`config.mk`:
```
export PLATFORM = sky130hd
export DESIGN_NAME = subtrator_serial_flat
export DESIGN_NICKNAME = d
export VERILOG_FILES = /design/src/rtl/subtrator_serial_if.sv /design/src/rtl/subtrator_serial.sv /design/src/flat_wrapper.sv
export SDC_FILE = /design/constraint.sdc
export NUM_CORES = 1
export LEC_CHECK = 0
export ABC_AREA = 0
export BUFFER_PORTS_ARGS = -buffer_cell sky130_fd_sc_hd__buf_2
export CORE_MARGIN = 2
export CORE_UTILIZATION = 50
export CTS_BUF_LIST = sky130_fd_sc_hd__clkbuf_8 sky130_fd_sc_hd__clkbuf_16
export DETAILED_ROUTE_END_ITERATION = 12
export HOLD_SLACK_MARGIN = 0.06
export PLACE_DENSITY = 0.79
export SLEW_MARGIN = 20
export SYNTH_ARGS = -nofsm -noshare
export SYNTH_HDL_FRONTEND = slang
export SYNTH_SLANG_ARGS = --single-unit
```
`constraint.sdc`:
```
create_clock -name CLOCK_50 -period 1.8 [get_ports CLOCK_50]
set_input_delay 0.09 -clock CLOCK_50 [delete_from_list [all_inputs] [get_ports CLOCK_50]]
set_output_delay 0.09 -clock CLOCK_50 [all_outputs]
set_load 0.01 [all_outputs]
```
`src/rtl/subtrator_serial_if.sv`:
```
// subtrator_serial_if: operand/start, result/status and display bundle; OP exists only with SERIAL_ADD_MODE_EN
interface subtrator_serial_if #(parameter int N = 4);
  logic         START;
  logic [N-1:0] A;
  logic [N-1:0] B;
  logic         BE;
`ifdef SERIAL_ADD_MODE_EN
  logic         OP;
`endif
  logic [N-1:0] R;
  logic         BS;
  logic         BUSY;
  logic         DONE;
  logic [0:6]   HEX0;
  logic [0:6]   HEX1;
`ifdef SERIAL_ADD_MODE_EN
  modport master (output START, A, B, BE, OP, input R, BS, BUSY, DONE, HEX0, HEX1);
  modport slave  (input START, A, B, BE, OP, output R, BS, BUSY, DONE, HEX0, HEX1);
`else
  modport master (output START, A, B, BE, input R, BS, BUSY, DONE, HEX0, HEX1);
  modport slave  (input START, A, B, BE, output R, BS, BUSY, DONE, HEX0, HEX1);
`endif
endinterface

```
`src/rtl/subtrator_serial.sv`:
```
// subtrator_serial: bit-serial LSB-first N-bit subtractor with 7-segment result display
// Defining SERIAL_ADD_MODE_EN adds a latched OP input selecting addition when 1.
module subtrator_serial #(parameter int N = 4) (
  input logic CLOCK_50,
  input logic KEY0,
  subtrator_serial_if.slave io
);
  typedef enum logic [1:0] {IDLE, SHIFT, FIM} state_t;
  state_t       state_q, state_d;
  logic [N-1:0] sa_q, sa_d, sb_q, sb_d, acc_q, acc_d, r_q, r_d;
  logic [4:0]   cnt_q, cnt_d;
  logic         bf_q, bf_d, bs_q, bs_d, busy_q, busy_d, done_q, done_d;
  logic         op_q, op_d;
  logic         d, bo, last;
  logic [N:0]   acc_w;
  logic [3:0]   nib;
  always_comb begin
    d     = sa_q[0] ^ sb_q[0] ^ bf_q;
    bo    = op_q ? (sa_q[0] & sb_q[0]) | (sa_q[0] & bf_q) | (sb_q[0] & bf_q)
                 : (~sa_q[0] & sb_q[0]) | (~sa_q[0] & bf_q) | (sb_q[0] & bf_q);
    acc_w = {d, acc_q};
    last  = cnt_q == 5'(N - 1);
    state_d = state_q;
    sa_d    = sa_q;
    sb_d    = sb_q;
    acc_d   = acc_q;
    r_d     = r_q;
    cnt_d   = cnt_q;
    bf_d    = bf_q;
    bs_d    = bs_q;
    op_d    = op_q;
    busy_d  = busy_q;
    done_d  = 1'b0;
    case (state_q)
      IDLE: if (io.START) begin
        sa_d    = io.A;
        sb_d    = io.B;
        bf_d    = io.BE;
`ifdef SERIAL_ADD_MODE_EN
        op_d    = io.OP;
`else
        op_d    = 1'b0;
`endif
        acc_d   = '0;
        cnt_d   = '0;
        busy_d  = 1'b1;
        state_d = SHIFT;
      end
      SHIFT: begin
        acc_d = acc_w[N:1];
        sa_d  = sa_q >> 1;
        sb_d  = sb_q >> 1;
        bf_d  = bo;
        cnt_d = cnt_q + 5'd1;
        if (last) begin
          r_d     = acc_w[N:1];
          bs_d    = bo;
          busy_d  = 1'b0;
          done_d  = 1'b1;
          state_d = FIM;
        end
      end
      default: state_d = IDLE;
    endcase
  end
  always_ff @(posedge CLOCK_50 or negedge KEY0) begin
    if (!KEY0) begin
      state_q <= IDLE;
      sa_q    <= '0;
      sb_q    <= '0;
      acc_q   <= '0;
      r_q     <= '0;
      cnt_q   <= '0;
      bf_q    <= 1'b0;
      bs_q    <= 1'b0;
      op_q    <= 1'b0;
      busy_q  <= 1'b0;
      done_q  <= 1'b0;
    end else begin
      state_q <= state_d;
      sa_q    <= sa_d;
      sb_q    <= sb_d;
      acc_q   <= acc_d;
      r_q     <= r_d;
      cnt_q   <= cnt_d;
      bf_q    <= bf_d;
      bs_q    <= bs_d;
      op_q    <= op_d;
      busy_q  <= busy_d;
      done_q  <= done_d;
    end
  end
  function automatic logic [0:6] seg(input logic [3:0] v);
    case (v)
      4'h0: seg = 7'b0000001;
      4'h1: seg = 7'b1001111;
      4'h2: seg = 7'b0010010;
      4'h3: seg = 7'b0000110;
      4'h4: seg = 7'b1001100;
      4'h5: seg = 7'b0100100;
      4'h6: seg = 7'b0100000;
      4'h7: seg = 7'b0001111;
      4'h8: seg = 7'b0000000;
      4'h9: seg = 7'b0000100;
      4'hA: seg = 7'b0001000;
      4'hB: seg = 7'b1100000;
      4'hC: seg = 7'b0110001;
      4'hD: seg = 7'b1000010;
      4'hE: seg = 7'b0110000;
      default: seg = 7'b0111000;
    endcase
  endfunction
  always_comb nib = 4'(r_q);
  assign io.R    = r_q;
  assign io.BS   = bs_q;
  assign io.BUSY = busy_q;
  assign io.DONE = done_q;
  assign io.HEX0 = seg(nib);
  assign io.HEX1 = bs_q ? 7'b1001111 : 7'b0000001;
endmodule

```
`src/flat_wrapper.sv`:
```
// flat-port wrapper written by rule: the top's interface ports become plain ports
module subtrator_serial_flat 
#(parameter int N = 4)
  (CLOCK_50, KEY0, io_START, io_A, io_B, io_BE, io_R, io_BS, io_BUSY, io_DONE, io_HEX0, io_HEX1);
  subtrator_serial_if #(.N(N)) io_i ();
  input logic CLOCK_50;
  input logic KEY0;
  input wire logic [$bits(io_i.START)-1:0] io_START;
  input wire logic [$bits(io_i.A)-1:0] io_A;
  input wire logic [$bits(io_i.B)-1:0] io_B;
  input wire logic [$bits(io_i.BE)-1:0] io_BE;
  output wire logic [$bits(io_i.R)-1:0] io_R;
  output wire logic [$bits(io_i.BS)-1:0] io_BS;
  output wire logic [$bits(io_i.BUSY)-1:0] io_BUSY;
  output wire logic [$bits(io_i.DONE)-1:0] io_DONE;
  output wire logic [$bits(io_i.HEX0)-1:0] io_HEX0;
  output wire logic [$bits(io_i.HEX1)-1:0] io_HEX1;
  assign io_i.START = io_START;
  assign io_i.A = io_A;
  assign io_i.B = io_B;
  assign io_i.BE = io_BE;
  assign io_R = io_i.R;
  assign io_BS = io_i.BS;
  assign io_BUSY = io_i.BUSY;
  assign io_DONE = io_i.DONE;
  assign io_HEX0 = io_i.HEX0;
  assign io_HEX1 = io_i.HEX1;
  subtrator_serial #(.N(N)) u_core (.CLOCK_50(CLOCK_50), .KEY0(KEY0), .io(io_i));
endmodule
```
---- Word-level counts from Yosys, hierarchy flattened ----
Memory sizes are Yosys's and may differ from the RTL's.
Cells that the tools add are included.
W data, S select, Z words.
word-level totals
  register bits after elaboration ......... 27
  ROM bits ................................ 112
  bits of input ports ..................... 12
  output and inout port bits .............. 21
  word-level logic and storage cells ...... 49
  memories ................................ 1
memory list
  memory           words  bits a word  rd ports  clocked after memory_dff  write ports  RTL line                text
  (no name shown)  16     7            1         0                         0            subtrator_serial.sv:94  case (v)
cells by class
  add/subtract/negate cells ............... 1
  equality and inequality tests ........... 4
  multiplexer cells ....................... 19
  bitwise operators ....................... 8
  reductions and logical operators ........ 6
operators with widths
  operator               number
  $pmux W4 S2            3
  $mux W4                3
  $pmux W5 S2            1
  $mux W7                1
  $reduce_and A2 Y1      3
  $add A5 B1 Y5 const B  1
  $eq A5 B2 Y1 const B   1
  $mux W1                5
  $mux W5                1
  $mux W2                2
  $pmux W1 S2            2
  $pmux W2 S2            1
  $and A1 B1 Y1          3
  $reduce_and A3 Y1      1
  $eq A2 B1 Y1 const B   1
  $logic_not A2 Y1       1
  $ne A2 B1 Y1 const B   1
  $ne A2 B2 Y1 const B   1
  $or A1 B1 Y1           2
  $reduce_bool A2 Y1     1
  $xor A1 B1 Y1          2
  $not A1 Y1             1

---- Longest topological paths before layout ----
Gate-level depths: netlist of the first run.
  word-level depth ........................ 5
  gate-level depth with buffers ........... 5
  depth with buffers taken out ............ 5

---- Worst setup path before layout of the first run ----
No wires, ideal clock.
  path type ............................... flip-flop to flip-flop
  start ................................... register u_core.cnt_q[0]
  end ..................................... register u_core.bs_q (netlist: u_core.io.BS)
  library setup time ...................... 0.125 ns
  arrival time ............................ 1.316 ns
  data required time ...................... 1.675 ns
  path slack .............................. 0.359 ns
  cell stages (with the launch flop) ...... 5
  buffers on the path ..................... 0
  period minus slack after synthesis ...... 1.441 ns
  cell sequence ........................... dfrtp_1 -> ha_1 -> nor4b_4 -> nand2_4 -> mux2_4
between the ends
  longest elaborated chain between the ends .. 2
ends and longest elaborated chain
  element                      RTL line                text
  start: declaration           subtrator_serial.sv:11  logic [4:0] cnt_q, cnt_d;
  start signal: assignment     subtrator_serial.sv:85  cnt_q <= cnt_d;
  $eq A5 B2 Y1                 subtrator_serial.sv:22  last = cnt_q == 5'(N - 1);
  $reduce_and A2 Y1 (no line)  --
  end signal: assignment       subtrator_serial.sv:87  bs_q <= bs_d;
  end: declaration             subtrator_serial.sv:12  logic bf_q, bf_d, bs_q, bs_d, busy_q, busy_d, done_q, done_d;
No other way between the ends.
A chain may end at the register's enable or synchronous reset.

---- Worst setup path in the final report of the first run ----
  start ................................... register u_core.r_q[1] (netlist: u_core.io.R[1])
  end ..................................... output io_HEX0[3]
between the ends
  longest elaborated chain between the ends .. 1
ends and longest elaborated chain
  element                   RTL line                text
  start: declaration        subtrator_serial.sv:10  logic [N-1:0] sa_q, sa_d, sb_q, sb_d, acc_q, acc_d, r_q, r_d;
  start signal: assignment  subtrator_serial.sv:84  r_q <= r_d;
  $mem_v2 Z16 W7            --
  end: declaration          flat_wrapper.sv:16      output wire logic [$bits(io_i.HEX0)-1:0] io_HEX0;
No other way between the ends.

==> results of run 1 <==
how the worst min path moves through the flow:
stage,from,endpoint,slack (ns),cells past startpoint
finish,io_A[0],u_core.sa_q[0],0.1,3
global route,io_A[0],u_core.sa_q[0],0.11,3
CTS,io_B[1],u_core.sb_q[1],0.10,3
detailed placement,KEY0,u_core.sb_q[3],0.13,1
global placement,KEY0,u_core.cnt_q[2],0.11,1
floorplan,KEY0,u_core.acc_q[1],-0.21,0
cell type report:
class,instances,area (um^2)
repair buffers,37,208
well taps,31,38.8
inverters,7,26.3
flip-flops and latches,26,653
clock buffers,4,55.1
multi-input cells,110,742
fillers,237,1080
kinds of logic (layout without fill, tap and decap cells):
kind of cell	Yosys count	in the layout	share of synthesized area, %
flip-flops	26	26	43.2
AO/OA/AOI/OAI	55	55	21.9
AND/OR/NAND/NOR	39	39	14.6
adder cells (fa/ha/maj)	9	9	7.98
buffers and inverters	23	48	8.31
other	2	3	0.499
multiplexers	4	4	3.41
registers in the layout, summed over array words and instances, names as in the netlist:
register        cells
u_core.io.BUSY      1
u_core.state_q      2
u_core.acc_q        3
u_core.cnt_q        5
u_core.sa_q         4
u_core.sb_q         4
u_core.io.DONE      1
u_core.io.BS        1
u_core.io.R         4
u_core.bf_q         1
critical path, stage by stage, from the launching register on:
cell	delay [ns]
dfrtp_2	0.37
inv_1	0.10
ha_2	0.21
or2_2	0.30
a21oi_2	0.15
a31oi_1	0.05
buf_2	0.16
synthesized netlist by cell type, drive strengths merged, types with 3 or more instances:
master	number
a21oi	15
a22o	3
a22oi	7
a31oi	3
buf	9
clkbuf	7
dfrtp	26
ha	8
inv	7
mux2	3
nand2	14
nand3	6
nor2	3
nor2b	11
o21ai	19
metal layers:
layer | wire [um] | vias up | global-route usage [%]
met3 | 138 | 6 | 2.64
met4 | 42 | 0 | 7.14
met5 | 0 | - | 0
met1 | 1380 | 569 | 26.6
li1 | - | 591 | -
met2 | 1600 | 31 | 33.0
what timing repair did:
| action | in CTS | in global routing |
|---|---|---|
| buffers inserted | 1 | 1 |
| hold buffers | 1 | 0 |
| hold endpoints to repair | 26 | 0 |
| setup endpoints to repair | 2 | 4 |
| pin swaps | 0 | 0 |
| gates resized for setup | 1 | 4 |
power by group:
group	switching, mW	total (mW)	internal (mW)	leakage (nW)
combinational	0.728	1.40	0.677	0.471
sequential	0.320	1.14	0.819	0.327
clock	0.178	0.374	0.195	0.0288
total	1.23	2.92	1.69	0.827
==> impl_results.md, run 1 <==
- Violated checks: DRC
- Sequential fraction of the synthesis area: 43.2%
- Setup TNS Final: 0 ns
- R2r setup slk: 0.29 ns
- Initial antenna violation count: 0
- Run status: complete, but fails checks
- Initial Utilization: 53.7%
- Drt wl/cell: 14.7 um
- Hold Worst Slack: 0.0988 ns
- CP Launch Type: flip-flop
- Leak pwr: 0.827 nW
- Crit. End Element: primary output
- DR pass1 iterations: 8
- Synthesized area: 1510 um^2
- CTS Buffer Depth: 2
- Synth Instances: 158
- Slew margin rel.: 60.9%
- Most frequent cells in the layout: buf_2 (29), dfrtp_1 (24), o21ai_0 (19), a21oi_1 (14), nand2_1 (13)
- Crit path launch: u_core.io.R[1]
- Synth Area per Inst: 9.53 um^2
- Die span in y: 58.9 um
- Cell Count Post-Placement: 208
- Root buf cell: clkbuf_8
- RSZ-0062 raised after global routing: no
- Worst Skew: 0.00406 ns
- VDD IR max: 734 uV
- Clock transition at the registers of the reported paths: 0.09 ns
- Worst Setup EP: io_HEX0[3]
- Grt ovf: 0
- Most common cell after layout, fill and taps aside: buf_2
- Post-Place Cell Area: 1630 um^2
- H-tree depth: 1
- Ports: 33
- Post-route setup slack: 0.105 ns
- TritonCTS clock tree: built
- Dpl ws: 0.215 ns
- Final WL: 3160 um
- Gpl congestion: 0.815
- Synth warn: 0
- Ys async rst share: 100%
- Hold Vio Cnt, Final: 0
- First-pass GRT wire length: 5310 um
- Area grow syn2layout: 14.5%
- DIE AREA: 3470 um^2
- Max-cap violation count: 0
- Layout cell share with drive strength beyond 1: 27.7%
- Initial DRC Count: 59
- Vias in the first global route: 1,136
- DIE WIDTH: 58.9 um
- Final ANT Viol Nets: 0
- Pwr dens: 1690 nW/um^2
- Layout Utilization: 61.4%
- Via Count: 1,197
- Via density: 5.57
- Worst endpoint required time: 1.71 ns
- Max Freq: 590 MHz
- Ant diodes: 0
- Worst Path Arrival: 1.60 ns
- Core footprint: 2810 um^2
- Largest net degree at the start of global routing: 27
- Sink Count: 26
- Pwr Total: 2.92 mW
- #FFs+latches synth: 26
- Cell variety after synth: 32
- Nets: 206
- Top fanout value on the critical path: 5
- Num CTS Buffers: 3
- Worst Reg-to-Reg Cells: 4
- Area contributors post-synth: dfrtp_1 (43%), ha_1 (6.7%), o21ai_0 (6.3%), a21oi_1 (5.0%), nor2b_1 (4.6%)
- Post-layout min period: 1.69 ns
- Design Area, Final: 1720 um^2
- Clk Latency, worst-skew pair: 0.27 ns
- Worst-margin pin slew: 0.586 ns
- Synth top area share: 43.2%
- Post-synth EDFFs: 0
- I/O Buffers: 29
- Worst r2r src: u_core.state_q[1]
- GR Util All Layers: 19.9%
- Crit Path Class: reg -> out
- # DRC: 2
- FP Rows: 19
- HP Class: in -> reg
- Finished Layout Cells: 215
- Post-detail-place hpwl: 2300 um
- Leading area contributor after synthesis: dfrtp_1
- Max-slew violation count: 0
- Final setup fails: 0
- Main flop type after synthesis: dfrtp_1
- Worst r2r dst: u_core.cnt_q[3]
- Final period util: 94.1%
Note: power is estimated with default switching activity, not from simulation.
==> run 2, diff against run 1 <==
SETUP_SLACK_MARGIN = 0.4   (was not set)
SKIP_LAST_GASP = 1   (was not set)
==> run 2 against run 1 <==
Against the previous run:
- the run still ends with DRC left
- global-route usage increased by 1.0 points
- die area stayed put
- register-to-register slack improved by 0.14 ns
- largest power group unchanged
- highest routed layer unchanged
- critical path depth fell by 1
==> impl_results.md, run 2 (same netlist as run 1, synthesis figures left out) <==
- Dpl ws: 0.224 ns
- Final setup fails: 0
- Post-route setup slack: 0.207 ns
- Initial DRC Count: 109
- VDD IR max: 897 uV
- Design Area, Final: 1920 um^2
- Cell Count Post-Placement: 208
- Core footprint: 2810 um^2
- Drt wl/cell: 15.0 um
- Hold Worst Slack: 0.104 ns
- DR pass1 iterations: 9
- Final period util: 88.5%
- Max Freq: 628 MHz
- HP Class: in -> reg
- RSZ-0062 raised after global routing: yes
- Ant diodes: 0
- Die span in y: 58.9 um
- I/O Buffers: 29
- Pwr dens: 1770 nW/um^2
- Run status: complete, but fails checks
- Leak pwr: 0.907 nW
- CTS Buffer Depth: 2
- Setup TNS Final: 0 ns
- Root buf cell: clkbuf_8
- Worst endpoint required time: 1.71 ns
- DIE WIDTH: 58.9 um
- Worst-margin pin slew: 0.565 ns
- Sink Count: 26
- Clk Latency, worst-skew pair: 0.27 ns
- Largest net degree at the start of global routing: 27
- Num CTS Buffers: 3
- Top fanout value on the critical path: 4
- Worst Skew: 0.00530 ns
- Slew margin rel.: 62.3%
- Via Count: 1,291
- Worst Path Arrival: 1.50 ns
- Most frequent cells in the layout: buf_2 (29), dfrtp_1 (21), o21ai_0 (16), a21oi_1 (14), buf_4 (13)
- Final WL: 3370 um
- Crit. End Element: primary output
- Crit Path Class: reg -> out
- Finished Layout Cells: 224
- Max-cap violation count: 0
- Nets: 215
- Layout cell share with drive strength beyond 1: 39.9%
- Vias in the first global route: 1,267
- Final ANT Viol Nets: 0
- Area grow syn2layout: 27.7%
- Via density: 5.76
- FILL cells: 217
- TritonCTS clock tree: built
- Most common cell after layout, fill and taps aside: buf_2
- # DRC: 2
- Violated checks: DRC
- Hold Vio Cnt, Final: 0
- Clock transition at the registers of the reported paths: 0.09 ns
- FP Rows: 19
- Post-Place Cell Area: 1630 um^2
- Initial Utilization: 53.7%
- DIE AREA: 3470 um^2
- Number of flip-flops in the largest register: 5
- GR Util All Layers: 20.9%
- Post-detail-place hpwl: 2210 um
- CP Launch Type: flip-flop
- Grt ovf: 0
- Biggest register: u_core.cnt_q
- First-pass GRT wire length: 5630 um
- H-tree depth: 1
- Gpl congestion: 0.796
- Initial antenna violation count: 0
- Post-layout min period: 1.59 ns
- Ports: 33
- Max-slew violation count: 0
## run 2: changes by cell type in the layout (fill, tap and decap cells not counted), moves of 2 or more
cell	previous run	this run
buf_4	7	13
buf_6	0	3
dfrtp_1	24	21
dfrtp_2	2	5
ha_1	7	2
ha_4	0	4
inv_1	7	5
inv_4	0	2
nand2_1	13	11
o21ai_0	19	16
o21ai_1	0	3
## run 2: area by class of cell
type	count	area (um^2)	area share, %
clock inverter	1	30.0	1.56
clock buffer	3	41.3	2.15
inverter	7	31.3	1.63
tap	31	38.8	2.02
sequential	26	657	34.2
timing repair buffer	46	287	14.9
multi-input combinational	110	837	43.6
## run 2: per-layer routing
layer  part of all wire, %  GRT usage (%)  up-vias
met1                    42           25.5      634
met3                   3.8           1.76        6
met5                     0              0        -
li1                      -              -      610
met4                   1.2           7.47        0
met2                    53           38.3       41
## run 2: worst paths after layout
check                                startpoint               to  slack [ns]  cells past startpoint
worst max-delay path             u_core.io.R[0]       io_HEX0[3]        0.21                      5
worst min-delay path                      io_BE      u_core.bf_q        0.10                      3
worst max register to register  u_core.cnt_q[1]   u_core.io.R[2]        0.43                      4
worst min register to register  u_core.acc_q[1]  u_core.acc_q[1]        0.52                      1
max in group asynchronous                  KEY0   u_core.io.R[2]        1.06                      2
min in group asynchronous                  KEY0   u_core.sb_q[1]        0.34                      2
## run 2: critical path, cell delays in order, from the launching register on
cell and delay [ns]:
dfrtp_2 0.48, ha_4 0.19, or2_4 0.23, a21oi_2 0.13, a31oi_1 0.05, buf_2 0.16
## run 2: metrics by stage
stage,power (mW),util (%)
after floorplan,2.08,-
after global placement,2.41,58.3
after detailed placement,2.47,58.3
after CTS,3.20,65.7
after global routing,3.65,68.5
final,3.41,68.5
## run 2: report_power, final
part | switching [mW] | internal [mW] | total (mW)
Combinational | 0.834 | 0.901 | 1.74
Sequential | 0.360 | 0.825 | 1.19
Clock | 0.186 | 0.298 | 0.484
Total | 1.38 | 2.02 | 3.41
## run 2: repair_timing
item                                    CTS  global route
hold endpoints to repair                 26             0
endpoints found under the setup margin   16            17
hold buffers                              1             0
setup buffers                             8             3
pin swaps                                 8             3
resized for setup                        22            13
